**src/rtl/uc_bcast_queue_if.sv**
```systemverilog
// Bundle between the unit clause arbiter (master) and the broadcast queue (slave).
// Carries the push side, the per-channel pop/head lanes and the status flags.
interface uc_bcast_queue_if #(
  parameter int DATA_W = 8,
  parameter int DEPTH  = 16,
  parameter int NUM_CH = 4
);
  localparam int AW = $clog2(DEPTH);

  logic                           flush;
  logic                           push;
  logic [DATA_W-1:0]              push_data;
  logic [NUM_CH-1:0]              pop;
  logic                           full;
  logic                           almost_full;
  logic [NUM_CH-1:0]              empty;
  logic [NUM_CH-1:0][DATA_W-1:0]  qout;
  logic [NUM_CH-1:0][AW:0]        occ;
  logic                           overflow;

  modport master (
    output flush, push, push_data, pop,
    input  full, almost_full, empty, qout, occ, overflow
  );

  modport slave (
    input  flush, push, push_data, pop,
    output full, almost_full, empty, qout, occ, overflow
  );
endinterface

```
**src/rtl/uc_bcast_queue.sv**
```systemverilog
// Single-writer, NUM_CH-reader broadcast circular buffer with FWFT heads.
// An entry is reclaimed only once the slowest channel's read pointer has passed it.
module uc_bcast_queue #(
  parameter int DATA_W   = 8,
  parameter int DEPTH    = 16,
  parameter int NUM_CH   = 4,
  parameter int AFULL_TH = 14
) (
  input logic             clk,
  input logic             rst,
  uc_bcast_queue_if.slave q
);
  localparam int          AW      = $clog2(DEPTH);
  localparam logic [AW:0] PTR_ONE = (AW+1)'(1);
  localparam logic [AW:0] PTR_ZERO = (AW+1)'(0);
  localparam logic [AW:0] DEPTH_V = (AW+1)'(DEPTH);
  localparam logic [AW:0] AFULL_V = (AW+1)'(AFULL_TH);

  logic [DATA_W-1:0]       mem_r [DEPTH];
  logic [AW:0]             wr_ptr_r;
  logic [AW:0]             rd_ptr_r [NUM_CH];
  logic                    overflow_r;

  logic [NUM_CH-1:0][AW:0] occ_s;
  logic [NUM_CH-1:0]       empty_s;
  logic                    full_s;
  logic                    afull_s;
  logic                    push_en_s;

  // Occupancy and flags derived from the registered pointers (wrap bit makes DEPTH distinct from 0)
  always_comb begin
    full_s  = 1'b0;
    afull_s = 1'b0;
    for (int i = 0; i < NUM_CH; i++) begin
      occ_s[i]   = wr_ptr_r - rd_ptr_r[i];
      empty_s[i] = (occ_s[i] == PTR_ZERO);
      full_s     = full_s | (occ_s[i] == DEPTH_V);
      afull_s    = afull_s | (occ_s[i] >= AFULL_V);
    end
    push_en_s = q.push & ~full_s & ~q.flush;
  end

  // First-word-fall-through head per channel, forced to zero when that channel is empty
  always_comb begin
    for (int i = 0; i < NUM_CH; i++) begin
      if (empty_s[i]) begin
        q.qout[i] = {DATA_W{1'b0}};
      end else begin
        q.qout[i] = mem_r[rd_ptr_r[i][AW-1:0]];
      end
    end
  end

  assign q.occ         = occ_s;
  assign q.empty       = empty_s;
  assign q.full        = full_s;
  assign q.almost_full = afull_s;
  assign q.overflow    = overflow_r;

  // Storage: cleared by reset only; flush just rewinds the pointers
  always_ff @(posedge clk) begin
    if (rst) begin
      for (int j = 0; j < DEPTH; j++) begin
        mem_r[j] <= {DATA_W{1'b0}};
      end
    end else if (push_en_s) begin
      mem_r[wr_ptr_r[AW-1:0]] <= q.push_data;
    end
  end

  // Pointer and sticky overflow update; full and empty are judged on pre-edge state
  always_ff @(posedge clk) begin
    if (rst || q.flush) begin
      wr_ptr_r   <= PTR_ZERO;
      overflow_r <= 1'b0;
      for (int i = 0; i < NUM_CH; i++) begin
        rd_ptr_r[i] <= PTR_ZERO;
      end
    end else begin
      if (push_en_s) begin
        wr_ptr_r <= wr_ptr_r + PTR_ONE;
      end
      overflow_r <= overflow_r | (q.push & full_s);
      for (int i = 0; i < NUM_CH; i++) begin
        if (q.pop[i] && !empty_s[i]) begin
          rd_ptr_r[i] <= rd_ptr_r[i] + PTR_ONE;
        end
      end
    end
  end
endmodule

```
**src/flat_wrapper.sv**
```systemverilog
// flat-port wrapper written by rule: the top's interface ports become plain ports
module uc_bcast_queue_flat 
#(
  parameter int DATA_W   = 8,
  parameter int DEPTH    = 16,
  parameter int NUM_CH   = 4,
  parameter int AFULL_TH = 14
)
  (clk, rst, q_flush, q_push, q_push_data, q_pop, q_full, q_almost_full, q_empty, q_qout, q_occ, q_overflow);
  uc_bcast_queue_if #(.DATA_W(DATA_W), .DEPTH(DEPTH), .NUM_CH(NUM_CH)) q_i ();
  input logic clk;
  input logic rst;
  input wire logic [$bits(q_i.flush)-1:0] q_flush;
  input wire logic [$bits(q_i.push)-1:0] q_push;
  input wire logic [$bits(q_i.push_data)-1:0] q_push_data;
  input wire logic [$bits(q_i.pop)-1:0] q_pop;
  output wire logic [$bits(q_i.full)-1:0] q_full;
  output wire logic [$bits(q_i.almost_full)-1:0] q_almost_full;
  output wire logic [$bits(q_i.empty)-1:0] q_empty;
  output wire logic [$bits(q_i.qout)-1:0] q_qout;
  output wire logic [$bits(q_i.occ)-1:0] q_occ;
  output wire logic [$bits(q_i.overflow)-1:0] q_overflow;
  assign q_i.flush = q_flush;
  assign q_i.push = q_push;
  assign q_i.push_data = q_push_data;
  assign q_i.pop = q_pop;
  assign q_full = q_i.full;
  assign q_almost_full = q_i.almost_full;
  assign q_empty = q_i.empty;
  assign q_qout = q_i.qout;
  assign q_occ = q_i.occ;
  assign q_overflow = q_i.overflow;
  uc_bcast_queue #(.DATA_W(DATA_W), .DEPTH(DEPTH), .NUM_CH(NUM_CH), .AFULL_TH(AFULL_TH)) u_core (.clk(clk), .rst(rst), .q(q_i));
endmodule
```
**config.mk**
```make
export PLATFORM = sky130hd
export DESIGN_NAME = uc_bcast_queue_flat
export DESIGN_NICKNAME = d
export VERILOG_FILES = /design/src/rtl/uc_bcast_queue_if.sv /design/src/rtl/uc_bcast_queue.sv /design/src/flat_wrapper.sv
export SDC_FILE = /design/constraint.sdc
export NUM_CORES = 1
export LEC_CHECK = 0
export ABC_AREA = 1
export BUFFER_PORTS_ARGS = -buffer_cell sky130_fd_sc_hd__buf_2
export CELL_PAD_IN_SITES_DETAIL_PLACEMENT = 0
export CELL_PAD_IN_SITES_GLOBAL_PLACEMENT = 1
export CORE_MARGIN = 1.5
export CORE_UTILIZATION = 45
export CTS_BUF_LIST = sky130_fd_sc_hd__clkbuf_4 sky130_fd_sc_hd__clkbuf_8
export CTS_CLUSTER_DIAMETER = 50
export DETAILED_ROUTE_END_ITERATION = 8
export GPL_TIMING_DRIVEN = 0
export PLACE_DENSITY = 0.78
export SYNTH_ARGS = -nofsm -noshare
export SYNTH_HDL_FRONTEND = slang
export SYNTH_SLANG_ARGS = --single-unit
export TNS_END_PERCENT = 5
```
**constraint.sdc**
```tcl
create_clock -name clk -period 7.7 [get_ports clk]
set_clock_uncertainty 0.15 [all_clocks]
set_input_delay 1.54 -clock clk [delete_from_list [all_inputs] [get_ports clk]]
set_output_delay 1.54 -clock clk [all_outputs]
set_load 0.03 [all_outputs]
```
==> results of run 1 <==
[where the power goes]
group / switching [mW] / internal (mW) / total [mW]
sequential: 0.0633 / 0.962 / 1.03
clock: 0.375 / 0.274 / 0.649
combinational: 1.04 / 0.376 / 1.42
total: 1.48 / 1.61 / 3.09
[worst max-delay path: cells and delay by family (launching register included)]
kind,cells,cell delay [ns]
adders and majority gates,1,0.55
and+or+nand+nor,5,1.44
DFF,1,0.42
buffers and inverters,5,1.80
AOI/OAI and AO/OA,1,0.23
[path summary, 6_finish.rpt]
check	slack [ns]	endpoint	cells past startpoint
hold reg to reg	0.33	u_core.q.overflow	2
setup / recovery	1.08	q_qout[25]	12
hold / removal	0.33	u_core.q.overflow	2
setup reg to reg	2.88	u_core.rd_ptr_r[0][15]	12
[logic make-up (layout without fill, tap and decap cells)]
logic type / after synthesis / after routing / share of synthesized area, %
DFF: 154 / 154 / 39.7
buffers and inverters: 238 / 343 / 7.94
xor gates and xnor gates: 19 / 19 / 1.51
AOI/OAI and AO/OA: 561 / 561 / 26.2
and+or+nand+nor: 561 / 561 / 21.3
adders and majority gates: 28 / 28 / 3.31
[flip-flops by register name (all words and copies together), names as in the netlist]
register and count:
u_core.q.overflow 1, u_core.mem_r 128, u_core.wr_ptr_r 5, u_core.rd_ptr_r 20
[metrics by stage]
| step | cells | cell area (sq um) |
|---|---|---|
| detailed placement | 1964 | 12300 |
| finish | 1996 | 12700 |
| CTS | 1996 | 12700 |
| global route | 1996 | 12700 |
| global placement | 1964 | 12300 |
| floorplan | 1561 | 11500 |
[Yosys cell counts, types with 2 or more instances]
| cell type | count | area [sq um] |
|---|---|---|
| a21oi_1 | 262 | 1310 |
| nor2_1 | 230 | 863 |
| o21ai_0 | 225 | 1130 |
| nand2_1 | 195 | 732 |
| edfxtp_1 | 148 | 4440 |
| inv_1 | 121 | 454 |
| clkbuf_1 | 85 | 319 |
| nand3_1 | 63 | 315 |
| nor2_2 | 33 | 206 |
| a211oi_1 | 25 | 188 |
| ha_1 | 24 | 300 |
| o311ai_0 | 17 | 149 |
| a31oi_1 | 12 | 75.1 |
| buf_1 | 11 | 41.3 |
| clkinv_1 | 11 | 41.3 |
| xor2_1 | 11 | 96.3 |
| nand2_4 | 10 | 113 |
| xnor2_1 | 7 | 61.3 |
| dfxtp_1 | 6 | 120 |
| nand4_1 | 6 | 37.5 |
| o211ai_1 | 6 | 45.0 |
| a22o_1 | 5 | 43.8 |
| nor3_1 | 5 | 25.0 |
| buf_2 | 4 | 20.0 |
| fa_1 | 4 | 80.1 |
| inv_2 | 4 | 15.0 |
| nand3_2 | 4 | 40.0 |
| a221o_1 | 3 | 30.0 |
| nand3b_1 | 3 | 22.5 |
| or2_2 | 3 | 18.8 |
| a311oi_1 | 2 | 17.5 |
| nand2_2 | 2 | 12.5 |
| nand4_2 | 2 | 25.0 |
| nor2_4 | 2 | 22.5 |
| o22ai_1 | 2 | 12.5 |
| or2_1 | 2 | 12.5 |
[cell type report]
class	instances	area [sq um]	area share, %
buffer	102	403	3.18
clock buffer	18	241	1.91
clock inverter	14	150	1.19
inverter	136	510	4.03
multi-input combinational	1169	6020	47.5
sequential	154	4560	36.0
tap	330	413	3.26
timing repair buffer	73	365	2.88
[cell usage in the layout (no fill, tap or decap), types with 3 or more instances in the layout]
cell type     n
a211oi_1     25
a21oi_1     262
a221o_1       3
a22o_1        5
a31oi_1      12
buf_1        11
buf_2        77
clkbuf_1     85
clkbuf_8     17
clkinv_1     11
clkinvlp_4    3
dfxtp_1       6
edfxtp_1    148
fa_1          4
ha_1         24
inv_1       121
inv_2         4
inv_6         5
inv_8         4
nand2_1     195
nand2_4      10
nand3_1      63
nand3_2       4
nand3b_1      3
nand4_1       6
nor2_1      230
nor2_2       33
nor3_1        5
o211ai_1      6
o21ai_0     225
o311ai_0     17
or2_2         3
xnor2_1       7
xor2_1       11
[per-layer routing]
metal	share of wire, %	vias to the layer above
li1	-	5595
met5	0	-
met4	3.0	0
met2	42	803
met1	43	5593
met3	13	66
==> impl_metrics.py, run 1 <==
metrics = {
    "clock_tree": {
        "cts-buffers-inserted": 17,
        "cts_tree": "yes",
        "h-tree-depth": 4,
        "cts_resized": 0,
        "clock_latency_ns": 0.46,
        "cts_setup_buffers": 0,
        "clockRootBuffer": "clkbuf_8",
        "path_clk_slew_ns": 0.11,
        "cts_hold_buffers": 0,
        "clk_path_buf_depth": 2,
        "clkSinkCount": 154,
    },
    "synth": {
        "synth_ff_type": "edfxtp_1",
        "syn_inst": 1561,
        "ys_warn_count": 0,
        "ys_ff_latch": 154,
        "synthDistinctLibCells": 42,
        "syn_nets": 1605,
        "async_reset_ff_share_pct": 0,
        "yosysSeqAreaShare_pct": 39.7,
        "syn_area_per_cell_sq_um": 7.37,
        "synth_edf_count": 148,
        "synth_area_sq_um": 11500,
    },
    "floorplanning": {
        "num_io_pins": 75,
        "die_area_sq_um": 26500,
        "core_area_sq_um": 25100,
        "row_count": 58,
        "initial_utilization_pct": 45.8,
        "fp.dieH_um": 163,
        "die_x_um": 163,
    },
    "setup_path": {
        "path_max_fanout": 11,
        "cp-startpoint": "u_core.rd_ptr_r[0][16]",
        "r2r_start": "u_core.rd_ptr_r[0][16]",
        "critPathCaptureType": "output pin",
        "cpMaxStageDelayCell": "nor2_1",
        "arrival_ns": 4.93,
        "start_kind": "register",
        "path_cells": "clkbuf_1 > inv_1 > clkbuf_1 > clkbuf_1 > fa_1 > or2_2 > nor2_1 > nand2_1 > nor2_1 > a221o_1 > nor2_1 > buf_2",
        "critPathKind": "register to output pin",
        "critPathMaxStageDelay_ns": 0.88,
        "required_ns": 6.01,
    },
    "pwr": {
        "total_power_mw": 3.09,
        "ir_drop_mv": 0.130,
        "p_leak_nw": 5.30,
        "powerDensity_nw_per_um2": 244,
    },
    "timing": {
        "rsz0062_at_grt": "no",
        "tightest_slew_ns": 1.18,
        "post-route-period-util_pct": 86.0,
        "layout_setup_ws_ns": 1.08,
        "finalCriticalPeriod_ns": 6.62,
        "hold_viol": 0,
        "setup_tns_ns": 0,
        "max_freq_mhz": 151,
        "setup_viol": 0,
        "slew_violations": 0,
        "holdWs_ns": 0.326,
        "max_slew_margin_pct": 20.2,
    },
    "global_route": {
        "grt_pass1_wl_um": 72400,
        "grtUsageTotal_pct": 38.2,
        "gr-total-overflow": 0,
        "use_met2_pct": 55.3,
        "grt_pass1_vias": 10700,
        "antenna_found_initial": 0,
        "met1_usage_pct": 56.6,
        "grt_max_degree": 17,
        "top_usage_layer": "met1",
        "globalRouteMet3Util_pct": 7.64,
    },
    "worst_hold_path": {
        "min_from": "u_core.q.overflow",
        "hp-class": "register to register",
    },
    "detailed_routing": {
        "drt_iter0_drc": 2049,
        "wl_um": 50200,
        "ant_nets": 0,
        "drc": 0,
        "drtPass1Iterations": 5,
        "vias_per_cell": 6.04,
        "wl_per_cell_um": 25.2,
        "num_vias": 12100,
    },
    "final_layout": {
        "antenna_cells": 0,
        "final_core_util_pct": 50.5,
        "fill_cells": 2538,
        "areaGrowthSynthToFinish_pct": 10.2,
        "layout-drive-gt1-share_pct": 10.3,
        "nNetsFinal": 1697,
    },
    "place": {
        "place_ws_ns": 1.77,
        "place.detailed.hpwl_um": 39600,
        "io_buffers": 73,
        "finalWeightedCongestion": 1.04,
    },
    "run_status": {
        "status": "finished clean",
    },
    "run": {
        "maxCapViolCount": 0,
    },
}
Note: power is estimated with default switching activity, not from simulation.
==> run 2: changes to the inputs <==
- RECOVER_POWER: default -> 50
==> run 2 against run 1 <==
  * Clock power is 0.9% higher
  * Worst setup slack better by 0.0017 ns
  * Sequential cell count stayed put
  * Hold slack better by 0.0062 ns
  * Combinational power hardly changed
  * First-iteration DRC count is 10% lower
  * Global-route usage stayed put
  * Final cell count stayed put
  * Register-to-register slack worse by 0.71 ns
  * Critical path depth stayed put
  * Power is 0.71% lower
  * Critical path type unchanged
==> impl_metrics.py, run 2 (synthesis gave the netlist of run 1 again) <==
metrics = {
    "timing": {
        "tightest_slew_ns": 1.17,
        "max_freq_mhz": 151,
        "setup_viol": 0,
        "rsz0062_at_grt": "no",
        "finalCriticalPeriod_ns": 6.62,
        "max_slew_margin_pct": 21.6,
        "post-route-period-util_pct": 86.0,
        "setup_tns_ns": 0,
        "hold_viol": 0,
        "slew_violations": 0,
    },
    "pwr": {
        "powerDensity_nw_per_um2": 245,
        "ir_drop_mv": 0.130,
        "p_leak_nw": 5.06,
    },
    "setup_path": {
        "r2r_cells": 15,
        "r2r_end": "u_core.mem_r[13][2]",
        "critPathKind": "register to output pin",
        "required_ns": 6.01,
        "r2r_start": "u_core.rd_ptr_r[0][16]",
        "cp-startpoint": "u_core.rd_ptr_r[0][16]",
        "critPathCaptureType": "output pin",
        "rrSetupSlack_ns": 2.17,
        "path_max_fanout": 11,
        "arrival_ns": 4.93,
        "start_kind": "register",
        "critPathCapture": "q_qout[25]",
    },
    "final_layout": {
        "largest_reg_flops": 128,
        "antenna_cells": 0,
        "final_cells": 1996,
        "reg.largest.list": "u_core.mem_r x128, u_core.rd_ptr_r x20, u_core.wr_ptr_r x5",
        "layout_commonest_cell": "a21oi_1",
        "layout-drive-gt1-share_pct": 8.28,
        "top_register": "u_core.mem_r",
        "nNetsFinal": 1697,
        "fill_cells": 2575,
        "areaGrowthSynthToFinish_pct": 8.97,
        "mostFrequentLayoutCells": "a21oi_1, nor2_1, o21ai_0, nand2_1, edfxtp_1",
    },
    "clock_tree": {
        "cts_tree": "yes",
        "clockRootBuffer": "clkbuf_8",
        "clk_path_buf_depth": 2,
        "cts_hold_buffers": 0,
        "cts_resized": 0,
        "cts_setup_buffers": 0,
        "clock_latency_ns": 0.47,
        "path_clk_slew_ns": 0.11,
        "h-tree-depth": 4,
        "cts-buffers-inserted": 17,
        "clkSinkCount": 154,
    },
    "global_route": {
        "grtUsageTotal_pct": 38.2,
        "grt_pass1_vias": 10700,
        "antenna_found_initial": 0,
        "grt_pass1_wl_um": 72400,
        "gr-total-overflow": 0,
        "grt_max_degree": 17,
    },
    "place": {
        "io_buffers": 73,
        "dp.cells": 1964,
        "finalWeightedCongestion": 1.04,
        "place.detailed.hpwl_um": 39600,
    },
    "floorplanning": {
        "num_io_pins": 75,
        "core_area_sq_um": 25100,
        "fp.dieH_um": 163,
        "initial_utilization_pct": 45.8,
        "row_count": 58,
        "die_area_sq_um": 26500,
        "die_x_um": 163,
    },
    "detailed_routing": {
        "ant_nets": 0,
        "drtPass1Iterations": 7,
        "vias_per_cell": 6.03,
        "wl_per_cell_um": 25.1,
        "num_vias": 12000,
        "drc": 0,
        "wl_um": 50100,
        "drt_iter0_drc": 1843,
    },
    "run": {
        "maxCapViolCount": 0,
    },
    "worst_hold_path": {
        "hp-class": "register to register",
    },
    "run_status": {
        "status": "finished clean",
    },
}
## run 2: cell count changes in the layout (fill, tap and decap cells not counted), moves of 2 or more
| cell | previous run | this run |
|---|---|---|
| clkbuf_1 | 85 | 102 |
| buf_2 | 77 | 61 |
| nand2_1 | 195 | 206 |
| nand2_4 | 10 | 0 |
| nor2_1 | 230 | 233 |
| nand4_1 | 6 | 8 |
| nand4_2 | 2 | 0 |
| nor2_4 | 2 | 0 |
## run 2: worst max-delay path, cell delays in order, from the launching register on
cell,delay [ns]
edfxtp_1,0.42
clkbuf_1,0.33
inv_1,0.18
clkbuf_1,0.45
clkbuf_1,0.62
fa_1,0.56
or2_2,0.31
nor2_1,0.14
nand2_1,0.07
nor2_1,0.87
a221o_1,0.23
nor2_1,0.05
buf_2,0.21
## run 2: worst min-delay path by stage
stage | startpoint | to | slack, ns | cells past startpoint
after global placement | u_core.q.overflow | u_core.q.overflow | 0.29 | 2
after detailed placement | u_core.q.overflow | u_core.q.overflow | 0.30 | 2
final | u_core.q.overflow | u_core.q.overflow | 0.33 | 2
after global routing | u_core.q.overflow | u_core.q.overflow | 0.34 | 2
after CTS | u_core.q.overflow | u_core.q.overflow | 0.33 | 2
after floorplan | u_core.wr_ptr_r[0] | u_core.wr_ptr_r[0] | 0.33 | 2
## run 2: layer usage
| metal | vias up | wire (um) | GRT usage [%] |
|---|---|---|---|
| li1 | 5589 | - | - |
| met1 | 5594 | 21500 | 56.6 |
| met2 | 770 | 20900 | 55.3 |
| met3 | 86 | 5960 | 7.64 |
| met4 | 0 | 1730 | 13.1 |
| met5 | - | 0 | 0 |
## run 2: power by group
part	total, mW	switching [mW]	internal (mW)
Clock	0.655	0.381	0.274
Combinational	1.39	1.03	0.362
Sequential	1.02	0.0626	0.962
Total	3.07	1.47	1.60
## run 2: area by class of cell
type / instances / area (sq um) / area share (%)
Multi-Input combinational cell: 1169 / 5910 / 47.2
Sequential cell: 154 / 4560 / 36.4
Inverter: 136 / 510 / 4.07
Tap cell: 330 / 413 / 3.30
Buffer: 102 / 392 / 3.13
Timing Repair Buffer: 73 / 345 / 2.76
Clock buffer: 18 / 241 / 1.93
Clock inverter: 14 / 150 / 1.20
## run 2: per-stage QoR
step / power, mW / utilization, % / area, sq um / worst slack [ns] / hold WS [ns]
floorplan: 1.97 / - / 11500 / 2.57 / 0.328
global placement: 2.42 / 48.9 / 12300 / 1.77 / 0.295
detailed placement: 2.42 / 48.9 / 12300 / 1.77 / 0.304
CTS: 3.05 / 50.5 / 12700 / 1.23 / 0.329
global route: 3.21 / 49.9 / 12500 / 0.956 / 0.341
finish: 3.07 / 49.9 / 12500 / 1.08 / 0.332
==> run 3: changes to the inputs <==
- CAP_MARGIN: default -> 20
- CORE_MARGIN: 1.5 -> default
- SETUP_SLACK_MARGIN: default -> 0.02
==> run 3 against run 2 <==
  * Die area is 1.2% lower
  * Critical path depth is the same
  * Via count grew 0.97%
  * First-iteration DRC count grew 3.5%
  * Worst setup slack better by 0.026 ns
  * Sequential cell count did not move
  * Wire length rose by 1.1%
  * Register-to-register slack improved by 0.07 ns
  * Sequential power is essentially flat
  * Power decreased by 0.28%
  * Final area barely moved
  * Clock power fell by 2%
  * Largest power group unchanged
==> impl_metrics.py, run 3 (synthesis gave the netlist of run 1 again) <==
metrics = {
    "run_status": {
        "status": "finished clean",
    },
    "global_route": {
        "met1_usage_pct": 55.8,
        "top_usage_layer": "met1",
        "grt_pass1_vias": 10600,
        "globalRouteMet3Util_pct": 9.60,
        "grt_max_degree": 17,
        "use_met2_pct": 55.6,
        "grtUsageTotal_pct": 38.5,
        "gr-total-overflow": 0,
        "antenna_found_initial": 0,
        "grt_pass1_wl_um": 72000,
    },
    "setup_path": {
        "path_cells": "clkbuf_1 > inv_1 > clkbuf_1 > clkbuf_1 > fa_1 > or2_2 > nor2_1 > nand2_1 > nor2_1 > a221o_1 > nor2_1 > buf_2",
        "required_ns": 6.01,
        "r2r_start": "u_core.rd_ptr_r[0][16]",
        "arrival_ns": 4.90,
        "start_kind": "register",
        "cpMaxStageDelayCell": "nor2_1",
        "critPathMaxStageDelay_ns": 0.86,
        "critPathKind": "register to output pin",
        "critPathCaptureType": "output pin",
        "cp-startpoint": "u_core.rd_ptr_r[0][16]",
        "path_max_fanout": 11,
    },
    "timing": {
        "max_slew_margin_pct": 17.7,
        "max_freq_mhz": 152,
        "hold_viol": 0,
        "layout_setup_ws_ns": 1.11,
        "rsz0062_at_grt": "no",
        "holdWs_ns": 0.334,
        "slew_violations": 0,
        "setup_viol": 0,
        "post-route-period-util_pct": 85.6,
        "tightest_slew_ns": 1.22,
        "finalCriticalPeriod_ns": 6.59,
        "setup_tns_ns": 0,
    },
    "detailed_routing": {
        "num_vias": 12200,
        "ant_nets": 0,
        "drt_iter0_drc": 1908,
        "vias_per_cell": 6.09,
        "wl_um": 50600,
        "wl_per_cell_um": 25.4,
        "drc": 0,
        "drtPass1Iterations": 5,
    },
    "run": {
        "maxCapViolCount": 0,
    },
    "clock_tree": {
        "clk_path_buf_depth": 2,
        "cts_resized": 0,
        "cts-buffers-inserted": 17,
        "clkSinkCount": 154,
        "path_clk_slew_ns": 0.11,
        "cts_tree": "yes",
        "clockRootBuffer": "clkbuf_8",
        "h-tree-depth": 4,
        "cts_setup_buffers": 0,
        "clock_latency_ns": 0.47,
        "cts_hold_buffers": 0,
    },
    "floorplanning": {
        "die_x_um": 162,
        "initial_utilization_pct": 45.8,
        "num_io_pins": 75,
        "die_area_sq_um": 26200,
        "core_area_sq_um": 25100,
        "row_count": 58,
        "fp.dieH_um": 162,
    },
    "final_layout": {
        "mostFrequentLayoutCells": "a21oi_1, nor2_1, o21ai_0, nand2_1, edfxtp_1",
        "final_cells": 1996,
        "reg.largest.list": "u_core.mem_r x128, u_core.rd_ptr_r x20, u_core.wr_ptr_r x5",
        "layout-drive-gt1-share_pct": 8.46,
        "layout_commonest_cell": "a21oi_1",
        "final_core_util_pct": 49.9,
        "areaGrowthSynthToFinish_pct": 8.94,
        "top_register": "u_core.mem_r",
        "largest_reg_flops": 128,
        "antenna_cells": 0,
        "nNetsFinal": 1697,
        "finalInstanceArea_sq_um": 12500,
    },
    "pwr": {
        "total_power_mw": 3.06,
        "powerDensity_nw_per_um2": 244,
        "p_leak_nw": 5.08,
        "ir_drop_mv": 0.144,
    },
    "worst_hold_path": {
        "hp-class": "register to register",
        "min_from": "u_core.q.overflow",
    },
    "place": {
        "finalWeightedCongestion": 1.01,
        "io_buffers": 73,
        "place_ws_ns": 1.82,
        "place.detailed.hpwl_um": 40400,
        "place_area_sq_um": 12300,
        "dp.cells": 1964,
    },
}
-- run 3: layer usage --
layer	share of wire (%)	up-vias	wire length [um]
li1	-	5611	-
met1	42	5661	21200
met2	42	809	21100
met3	13	75	6720
met4	3.2	0	1630
met5	0	-	0
-- run 3: worst max-delay path: cells and delay by family, from the launching register on --
kind | cells | cell delay [ns]
and+or+nand+nor | 5 | 1.44
adders and majority gates | 1 | 0.56
DFF | 1 | 0.42
AOI/OAI and AO/OA | 1 | 0.23
buffers and inverters | 5 | 1.75
-- run 3: power breakdown --
| part | switching, mW | internal [mW] |
|---|---|---|
| Combinational | 1.03 | 0.365 |
| Sequential | 0.0642 | 0.962 |
| Clock | 0.371 | 0.268 |
| Total | 1.47 | 1.59 |
-- run 3: path summary, 6_finish.rpt --
kind / endpoint / slack [ns] / cells past startpoint
worst max-delay path: q_qout[25] / 1.11 / 12
worst min-delay path: u_core.q.overflow / 0.33 / 2
worst max register to register: u_core.mem_r[13][4] / 2.24 / 15
worst min register to register: u_core.q.overflow / 0.33 / 2
-- run 3: cell type report --
class	count	area [sq um]
plain buffers	102	392
clock buffers	17	234
clock inverters	15	150
fillers	2551	12600
inverters	136	510
multi-input cells	1169	5910
flip-flops and latches	154	4560
well taps	330	413
repair buffers	73	350
